### src/rtl/demux_1xn_stream_if.sv
// demux_1xn_stream_if: input stream, four output slots and lock status of the 1:4 packet demux
interface demux_1xn_stream_if #(
    parameter int BUS_WIDTH = 5
);
    logic [BUS_WIDTH-1:0] D;
    logic [1:0]           sel;
    logic                 in_valid;
    logic                 in_last;
    logic                 in_ready;
    logic [BUS_WIDTH-1:0] Y0;
    logic [BUS_WIDTH-1:0] Y1;
    logic [BUS_WIDTH-1:0] Y2;
    logic [BUS_WIDTH-1:0] Y3;
    logic [3:0]           out_valid;
    logic [3:0]           out_last;
    logic [3:0]           out_ready;
    logic                 busy;
    logic [1:0]           cur_sel;

    modport master (
        output D, sel, in_valid, in_last, out_ready,
        input  in_ready, Y0, Y1, Y2, Y3, out_valid, out_last, busy, cur_sel
    );

    modport slave (
        input  D, sel, in_valid, in_last, out_ready,
        output in_ready, Y0, Y1, Y2, Y3, out_valid, out_last, busy, cur_sel
    );
endinterface

### src/rtl/demux_1xn_stream.sv
// demux_1xn_stream: steers whole packets from one input stream into one of four registered output slots
module demux_1xn_stream #(
    parameter int BUS_WIDTH = 5
) (
    input logic               clk,
    input logic               rst_n,
    demux_1xn_stream_if.slave bus
);
    typedef enum logic {IDLE, LOCKED} state_t;
    state_t               state, state_nxt;
    logic [1:0]           tgt;
    logic [1:0]           cur_sel;
    logic                 in_ready;
    logic                 accept;
    logic [BUS_WIDTH-1:0] y [4];
    logic [3:0]           out_valid;
    logic [3:0]           out_last;

    // target channel comes from sel only on a packet's first beat; only that slot gates in_ready
    always_comb begin
        tgt       = (state == LOCKED) ? cur_sel : bus.sel;
        in_ready  = ~out_valid[tgt] | bus.out_ready[tgt];
        accept    = bus.in_valid & in_ready;
        state_nxt = accept ? (bus.in_last ? IDLE : LOCKED) : state;
    end

    // packet lock: remember the channel when a multi-beat packet starts
    always_ff @(posedge clk or negedge rst_n) begin
        if (!rst_n) begin
            state   <= IDLE;
            cur_sel <= '0;
        end else begin
            state <= state_nxt;
            if (accept && state == IDLE && !bus.in_last) cur_sel <= bus.sel;
        end
    end

    // one-entry slot per channel: load wins over drain, drain leaves data and last untouched
    always_ff @(posedge clk or negedge rst_n) begin
        if (!rst_n) begin
            out_valid <= '0;
            out_last  <= '0;
            for (int k = 0; k < 4; k++) y[k] <= '0;
        end else begin
            for (int k = 0; k < 4; k++) begin
                if (accept && tgt == 2'(k)) begin
                    y[k]         <= bus.D;
                    out_last[k]  <= bus.in_last;
                    out_valid[k] <= 1'b1;
                end else if (bus.out_ready[k]) begin
                    out_valid[k] <= 1'b0;
                end
            end
        end
    end

    assign bus.in_ready  = in_ready;
    assign bus.Y0        = y[0];
    assign bus.Y1        = y[1];
    assign bus.Y2        = y[2];
    assign bus.Y3        = y[3];
    assign bus.out_valid = out_valid;
    assign bus.out_last  = out_last;
    assign bus.busy      = (state == LOCKED);
    assign bus.cur_sel   = cur_sel;
endmodule

### src/flat_wrapper.sv
// flat-port wrapper written by rule: the top's interface ports become plain ports
module demux_1xn_stream_flat 
#(
    parameter int BUS_WIDTH = 5
)
  (clk, rst_n, bus_D, bus_sel, bus_in_valid, bus_in_last, bus_out_ready, bus_in_ready, bus_Y0, bus_Y1, bus_Y2, bus_Y3, bus_out_valid, bus_out_last, bus_busy, bus_cur_sel);
  demux_1xn_stream_if #(.BUS_WIDTH(BUS_WIDTH)) bus_i ();
  input logic clk;
  input logic rst_n;
  input wire logic [$bits(bus_i.D)-1:0] bus_D;
  input wire logic [$bits(bus_i.sel)-1:0] bus_sel;
  input wire logic [$bits(bus_i.in_valid)-1:0] bus_in_valid;
  input wire logic [$bits(bus_i.in_last)-1:0] bus_in_last;
  input wire logic [$bits(bus_i.out_ready)-1:0] bus_out_ready;
  output wire logic [$bits(bus_i.in_ready)-1:0] bus_in_ready;
  output wire logic [$bits(bus_i.Y0)-1:0] bus_Y0;
  output wire logic [$bits(bus_i.Y1)-1:0] bus_Y1;
  output wire logic [$bits(bus_i.Y2)-1:0] bus_Y2;
  output wire logic [$bits(bus_i.Y3)-1:0] bus_Y3;
  output wire logic [$bits(bus_i.out_valid)-1:0] bus_out_valid;
  output wire logic [$bits(bus_i.out_last)-1:0] bus_out_last;
  output wire logic [$bits(bus_i.busy)-1:0] bus_busy;
  output wire logic [$bits(bus_i.cur_sel)-1:0] bus_cur_sel;
  assign bus_i.D = bus_D;
  assign bus_i.sel = bus_sel;
  assign bus_i.in_valid = bus_in_valid;
  assign bus_i.in_last = bus_in_last;
  assign bus_i.out_ready = bus_out_ready;
  assign bus_in_ready = bus_i.in_ready;
  assign bus_Y0 = bus_i.Y0;
  assign bus_Y1 = bus_i.Y1;
  assign bus_Y2 = bus_i.Y2;
  assign bus_Y3 = bus_i.Y3;
  assign bus_out_valid = bus_i.out_valid;
  assign bus_out_last = bus_i.out_last;
  assign bus_busy = bus_i.busy;
  assign bus_cur_sel = bus_i.cur_sel;
  demux_1xn_stream #(.BUS_WIDTH(BUS_WIDTH)) u_core (.clk(clk), .rst_n(rst_n), .bus(bus_i));
endmodule
### config.mk
export PLATFORM = sky130hd
export DESIGN_NAME = demux_1xn_stream_flat
export DESIGN_NICKNAME = d
export VERILOG_FILES = /design/src/rtl/demux_1xn_stream_if.sv /design/src/rtl/demux_1xn_stream.sv /design/src/flat_wrapper.sv
export SDC_FILE = /design/constraint.sdc
export NUM_CORES = 1
export LEC_CHECK = 0
export CELL_PAD_IN_SITES_DETAIL_PLACEMENT = 0
export CELL_PAD_IN_SITES_GLOBAL_PLACEMENT = 2
export CORE_MARGIN = 3
export CORE_UTILIZATION = 26
export CTS_CLUSTER_SIZE = 10
export DETAILED_ROUTE_END_ITERATION = 10
export GPL_TIMING_DRIVEN = 0
export PLACE_DENSITY_LB_ADDON = 0.15
export REMOVE_ABC_BUFFERS = 1
export SLEW_MARGIN = 0
export SYNTH_ARGS = -nofsm -noshare
export SYNTH_HDL_FRONTEND = slang
export SYNTH_SLANG_ARGS = --single-unit
### constraint.sdc
create_clock -name clk -period 1.9 [get_ports clk]
set_clock_uncertainty 0.05 [all_clocks]
set_input_delay 0.57 -clock clk [delete_from_list [all_inputs] [get_ports clk]]
set_output_delay 0.57 -clock clk [all_outputs]
set_load 0.01 [all_outputs]
==> metrics.md, run 1 <==
| Metric | Value |
|---|---|
| Status | finished, violations left |
| Failing checks | setup timing |
| Area growth syn-to-layout | 57.8% |
| Most frequent cells in the layout | 33 x clkdlybuf4s50_1, 30 x dfrtp_1, 20 x mux2_2, 10 x buf_4, 9 x dlygate4sd2_1 |
| Drt via density | 4.33 |
| Max_slew headroom | 53.6% |
| Maximum VDD drop | 0.000917 V |
| Worst Path Class, Setup | flip-flop to output pin |
| Starting DRC count in detailed routing | 27 |
| Post-route ant nets | 0 |
| Post-Place Cell Area | 1840 um^2 |
| Number of CTS-inserted buffers | 5 |
| Worst-path cell chain | mux2i_4, mux2i_2, mux2i_1, buf_2 |
| Diode count | 0 |
| Hold Worst Slack | 279 ps |
| PortBufs | 46 |
| CTS tree | yes |
| Core area | 4820 um^2 |
| DR pass1 iterations | 2 |
| H-tree levels | 2 |
| Hold Violations, Final | 0 |
| Die Wd | 77.2 um |
| Crit path time final | 2120 ps |
| Residual DRC count | 0 |
| Largest net degree at the start of global routing | 32 |
| Pwr dens | 1740 nW/um^2 |
| Clk sinks | 31 |
| Crit. End Element | output pin |
| DRT Wirelength | 3.25 mm |
| Clock Tree Root | clkbuf_8 |
| Die H | 77.2 um |
| First-pass GRT wire length | 5.34 mm |
| Clk_lat worst skew | 280 ps |
| Worst Reg2Reg Path Length in Cells | 6 |
| Top Ports | 47 |
| Commonest non-fill, non-tap cell in the layout | clkdlybuf4s50_1 |
| Reg-to-reg slack, setup | -180 ps |
| Layout Cells excl Fill | 218 |
| Switching part of the total | 31.2% |
| Number of synthesis warnings | 0 |
| Hold Crit Class | input port to asynchronous set/reset pin |
| CP max stage cell | dfrtp_2 |
| Total die area | 5950 um^2 |
| Clk pin slew, worst setup/hold paths | 70 ps |
| Unrepaired setup endpoints after global routing | yes |
| Pins Over Slew Limit | 0 |
| Library cells used by synthesis | 19 |
| Required @ worst endpoint | 1280 ps |
| WL/cell | 14.9 um |
| Post-DP HPWL | 2.17 mm |
| Post-synthesis sequential area ratio | 58.9% |
| Comb power frac | 50.5% |
| Pre-CTS setup slack | -1050 ps |
| Row cnt | 25 |
| Worst-margin pin slew | 697 ps |
| Max-cap violations | 0 |
| Clock power frac | 15.6% |
| Vias in the first global route | 1023 |
| Cell area after synthesis | 1320 um^2 |
| Clk buf depth | 2 |
| Avg Cell Area, Syn | 15.0 um^2 |
| Final worst slack | -220 ps |
| Vias | 945 |
| Initial core utilization | 27.3% |
| Max incr delay on CP | 400 ps |
| Placed Cells incl. Taps | 199 |
| Final Cycle Share | 112% |
| Cell count after synthesis | 88 |
| Layout cells sized above 1 | 39.1% |
| Cell Int Power | 0.00248 W |
| Fillers | 482 |
| Final setup vio count | 8 |
| GRT Resource Usage Total | 11.9% |
| Sequential Power Share | 33.8% |
| Final Wtd Congestion | 0.679 |
| Leakage | 0.938 nW |
| Startpoint types | flip-flop |
| Data arrival, critical path | 1500 ps |
| Fmax achieved | 472 MHz |
| Post-route cell area | 2080 um^2 |
| Initial antenna violation count | 0 |
| Switching Power | 0.00113 W |
| Critical path peak fanout | 4 |
| Synth Register Bits | 31 |
| Layout Nets | 165 |
| Congestion Overflow GR | 0 |
[worst max-delay path: cells and delay by family, from the launching register on]
kind / cells / cell delay, ps
buffers and inverters: 1 / 140
DFF: 1 / 400
muxes: 3 / 670
[path summary, 6_finish.rpt]
check	from	end
setup / recovery	u_core.bus.busy	bus_in_ready
hold / removal	rst_n	u_core.bus.out_valid[0]
setup reg to reg	u_core.bus.busy	u_core.bus.Y3[3]
hold reg to reg	u_core.bus.Y0[3]	u_core.bus.Y0[3]
max in group asynchronous	rst_n	u_core.bus.busy
min in group clk	u_core.bus.Y0[3]	u_core.bus.Y0[3]
[flip-flops by register name (all words and copies together), names as in the netlist]
signal	flops
u_core.bus.Y0	5
u_core.bus.Y1	5
u_core.bus.Y2	5
u_core.bus.Y3	5
u_core.bus.out_last	4
u_core.bus.out_valid	4
u_core.bus.cur_sel	2
u_core.bus.busy	1
[power groups by stage]
stage                     clock, W  combinational, W  sequential, W
after floorplan                  0          0.000623        0.00135
after global placement           0           0.00164        0.00120
after detailed placement         0           0.00166        0.00121
after CTS                 0.000587           0.00182        0.00123
after global routing      0.000616           0.00195        0.00127
final                     0.000564           0.00182        0.00122
[through the flow]
step	utilization (%)	setup TNS, ps	total power, W
2_1_floorplan	-	-42.8	0.00197
3_3_place_gp	38.3	-31810	0.00284
3_5_place_dp	38.2	-20860	0.00286
4_1_cts	42.8	-1310	0.00364
5_1_grt	43.1	-1870	0.00384
6_report	43.1	-1360	0.00361
[synthesized netlist by cell type]
| cell | number | area, um^2 |
|---|---|---|
| nand2_1 | 5 | 18.8 |
| mux2_4 | 6 | 90.1 |
| nor2_1 | 1 | 3.75 |
| nand4b_1 | 2 | 17.5 |
| or3b_1 | 1 | 8.76 |
| inv_1 | 1 | 3.75 |
| o22ai_1 | 2 | 12.5 |
| clkbuf_1 | 1 | 3.75 |
| nand2b_1 | 5 | 31.3 |
| a2bb2oi_1 | 1 | 8.76 |
| nor4bb_1 | 1 | 10.0 |
| a21oi_1 | 1 | 5.00 |
| nand4_1 | 1 | 6.26 |
| mux2_2 | 20 | 225 |
| dfrtp_1 | 31 | 776 |
| mux2i_2 | 1 | 13.8 |
| mux2i_1 | 6 | 60.1 |
| buf_6 | 1 | 11.3 |
| or4b_2 | 1 | 10.0 |
[logic make-up (layout without fill, tap and decap cells)]
| group | after synthesis | count (layout) | synth area share (%) |
|---|---|---|---|
| muxes | 33 | 33 | 29.6 |
| DFF | 31 | 31 | 58.9 |
| and+or+nand+nor | 17 | 17 | 8.08 |
| AOI/OAI and AO/OA | 4 | 4 | 2.00 |
| buffers and inverters | 3 | 66 | 1.43 |
[layer usage]
layer / GRT usage, % / vias to the layer above / part of all wire (%)
met4: 4.27 / 0 / 1.6
met1: 13.8 / 468 / 44
met5: 0 / - / 0
met3: 4.81 / 5 / 6.7
li1: - / 441 / -
met2: 19.6 / 31 / 48
[area by class of cell]
type,instances,area (um^2),share of cell area (%)
sequential,31,777,37.4
inverter,1,3.75,0.181
multi-input combinational,54,589,28.4
timing repair buffer,57,523,25.2
tap,67,83.8,4.04
clock buffer,8,100,4.82
[what timing repair did]
item,4_1_cts,5_1_grt
pin swaps,2,0
endpoints found under the hold margin,0,0
setup buffers,10,1
setup endpoints to repair,33,9
hold buffers,0,0
cloned,0,0
gates resized for setup,29,3
No activity file was read; power rests on OpenSTA's default activity.
==> run 2, diff against run 1 <==
CORE_MARGIN = 4   (was 3)
==> run 2 against run 1 <==
Net effect: register-to-register slack is essentially flat; worst setup slack worse by 74 ps; design area increased by 3.7%; sequential share of layout area decreased by 1.3 points; the run still ends with setup timing left; sequential cell count stayed put; largest power group unchanged; fmax decreased by 3.4%; global-route usage grew 0.51 points; critical path depth stayed put; critical path type unchanged; non-clock buffer count is 8 higher.
==> metrics.md, run 2 (synthesis results as in run 1) <==
| Metric | Value |
|---|---|
| Congestion Overflow GR | 0 |
| Switching part of the total | 32.2% |
| Multi-input logic area | 607 um^2 |
| Top Ports | 47 |
| Post-route ant nets | 0 |
| Row cnt | 25 |
| Residual DRC count | 0 |
| Fmax achieved | 456 MHz |
| Final Cycle Share | 115% |
| Sequential Power Share | 32.8% |
| Total die area | 6260 um^2 |
| Layout cells sized above 1 | 42.1% |
| Max_slew headroom | 53.7% |
| Placed Cells incl. Taps | 199 |
| DRT Wirelength | 3.68 mm |
| Clk_lat worst skew | 280 ps |
| Hold Violations, Final | 0 |
| Max-cap violations | 0 |
| Pwr dens | 1720 nW/um^2 |
| Starting DRC count in detailed routing | 55 |
| Failing checks | setup timing |
| H-tree levels | 2 |
| Worst r2r dst | u_core.bus.Y3[4] |
| Worst Path Class, Setup | flip-flop to output pin |
| Initial core utilization | 27.3% |
| Crit. End Element | output pin |
| Cell Int Power | 0.00252 W |
| Commonest non-fill, non-tap cell in the layout | clkdlybuf4s50_1 |
| Data arrival, critical path | 1570 ps |
| First-pass GRT wire length | 5.68 mm |
| Worst-margin pin slew | 694 ps |
| Clk buf depth | 2 |
| Initial antenna violation count | 0 |
| Critical path peak fanout | 4 |
| Post-DP HPWL | 2.17 mm |
| Fillers | 483 |
| Final setup vio count | 8 |
| Pins Over Slew Limit | 0 |
| Startpoint types | flip-flop |
| CTS tree | yes |
| Die Wd | 79.2 um |
| Required @ worst endpoint | 1280 ps |
| Largest net degree at the start of global routing | 32 |
| Switching Power | 0.00120 W |
| Layout Cells excl Fill | 226 |
| Clock Tree Root | clkbuf_8 |
| PortBufs | 46 |
| Drt via density | 4.57 |
| GRT Resource Usage Total | 12.4% |
| Vias in the first global route | 1132 |
| Pre-CTS setup slack | -1070 ps |
| Unrepaired setup endpoints after global routing | yes |
| Vias | 1033 |
| CTS Hold Bufs | 0 |
| Leakage | 0.976 nW |
| Final worst slack | -294 ps |
| Hold Crit Class | input port to asynchronous set/reset pin |
| Clk sinks | 31 |
| Reg-to-reg slack, setup | -180 ps |
| Clk pin slew, worst setup/hold paths | 70 ps |
| Clock power frac | 13.3% |
| Die H | 79.2 um |
| Number of CTS-inserted buffers | 5 |
| Reg area | 777 um^2 |
| Worst r2r src | u_core.bus.busy |
| WL/cell | 16.3 um |
| Final Wtd Congestion | 0.655 |
| Status | finished, violations left |
| Area growth syn-to-layout | 63.7% |
| Core area | 4820 um^2 |
| Comb power frac | 54.0% |
| Worst Reg2Reg Path Length in Cells | 6 |
| Most frequent cells in the layout | 33 x clkdlybuf4s50_1, 30 x dfrtp_1, 20 x mux2_2, 12 x buf_4, 10 x dlygate4sd2_1 |
| Maximum VDD drop | 0.000662 V |
| Crit path time final | 2190 ps |
| Diode count | 0 |
| Layout Nets | 173 |
| DR pass1 iterations | 4 |
## run 2: cell types whose count changed in the layout (fill, tap and decap cells not counted), sizes merged
cell,previous run,this run
buf,14,22
dlygate4sd2,9,10
clkinv,0,1
clkbuf,8,7
dlymetal6s2s,1,0
## run 2: critical path: stages, from the launching register on
cell	delay, ps
dfrtp_2	400
mux2i_4	310
mux2i_2	300
mux2i_1	120
buf_2	160
## run 2: timing repair
item,4_1_cts,5_1_grt
endpoints found under the setup margin,32,21
pin swaps,3,2
gates resized for setup,36,7
setup buffers,22,0
## run 2: power by group through the flow
| stage | registers, W | logic [W] | clock network, W |
|---|---|---|---|
| 6_report | 0.00122 | 0.00200 | 0.000492 |
| 5_1_grt | 0.00126 | 0.00213 | 0.000546 |
| 3_5_place_dp | 0.00120 | 0.00165 | 0 |
| 3_3_place_gp | 0.00120 | 0.00164 | 0 |
| 4_1_cts | 0.00122 | 0.00199 | 0.000514 |
| 2_1_floorplan | 0.00135 | 0.000623 | 0 |
## run 2: cell type report
type                    count  area share (%)
well taps                  67            3.89
clock inverters             1           0.232
clock buffers               7            3.54
repair buffers             65            27.9
flip-flops and latches     31            36.1
inverters                   1           0.174
multi-input cells          54            28.2
## run 2: per-layer routing
layer	vias up	wire length, um	part of all wire [%]	global-route usage (%)
li1	460	-	-	-
met1	515	1420	38	13.1
met2	44	1810	49	20.5
met3	14	295	8.0	5.67
met4	0	162	4.4	6.36
met5	-	0	0	0
## run 2: how the worst max path moves through the flow
| stage | cells past startpoint | end | startpoint |
|---|---|---|---|
| after floorplan | 4 | u_core.bus.cur_sel[1] | bus_sel[1] |
| after global placement | 5 | bus_in_ready | bus_sel[0] |
| after detailed placement | 5 | bus_in_ready | bus_sel[0] |
| after CTS | 4 | bus_in_ready | u_core.bus.busy |
| after global routing | 4 | bus_in_ready | u_core.bus.busy |
| final | 4 | bus_in_ready | u_core.bus.busy |
## run 2: stage by stage
| step | setup TNS, ps | utilization [%] | hold WS, ps | instance area (um^2) | power, W |
|---|---|---|---|---|---|
| 6_report | -1460 | 44.7 | 278 | 2150 | 0.00371 |
| 5_1_grt | -1920 | 44.7 | 342 | 2150 | 0.00393 |
| 4_1_cts | -1310 | 44.8 | 304 | 2160 | 0.00373 |
| 3_5_place_dp | -20540 | 38.2 | 441 | 1840 | 0.00285 |
| 3_3_place_gp | -32260 | 38.3 | 439 | 1850 | 0.00284 |
| 2_1_floorplan | -42.8 | - | 224 | 1300 | 0.00197 |
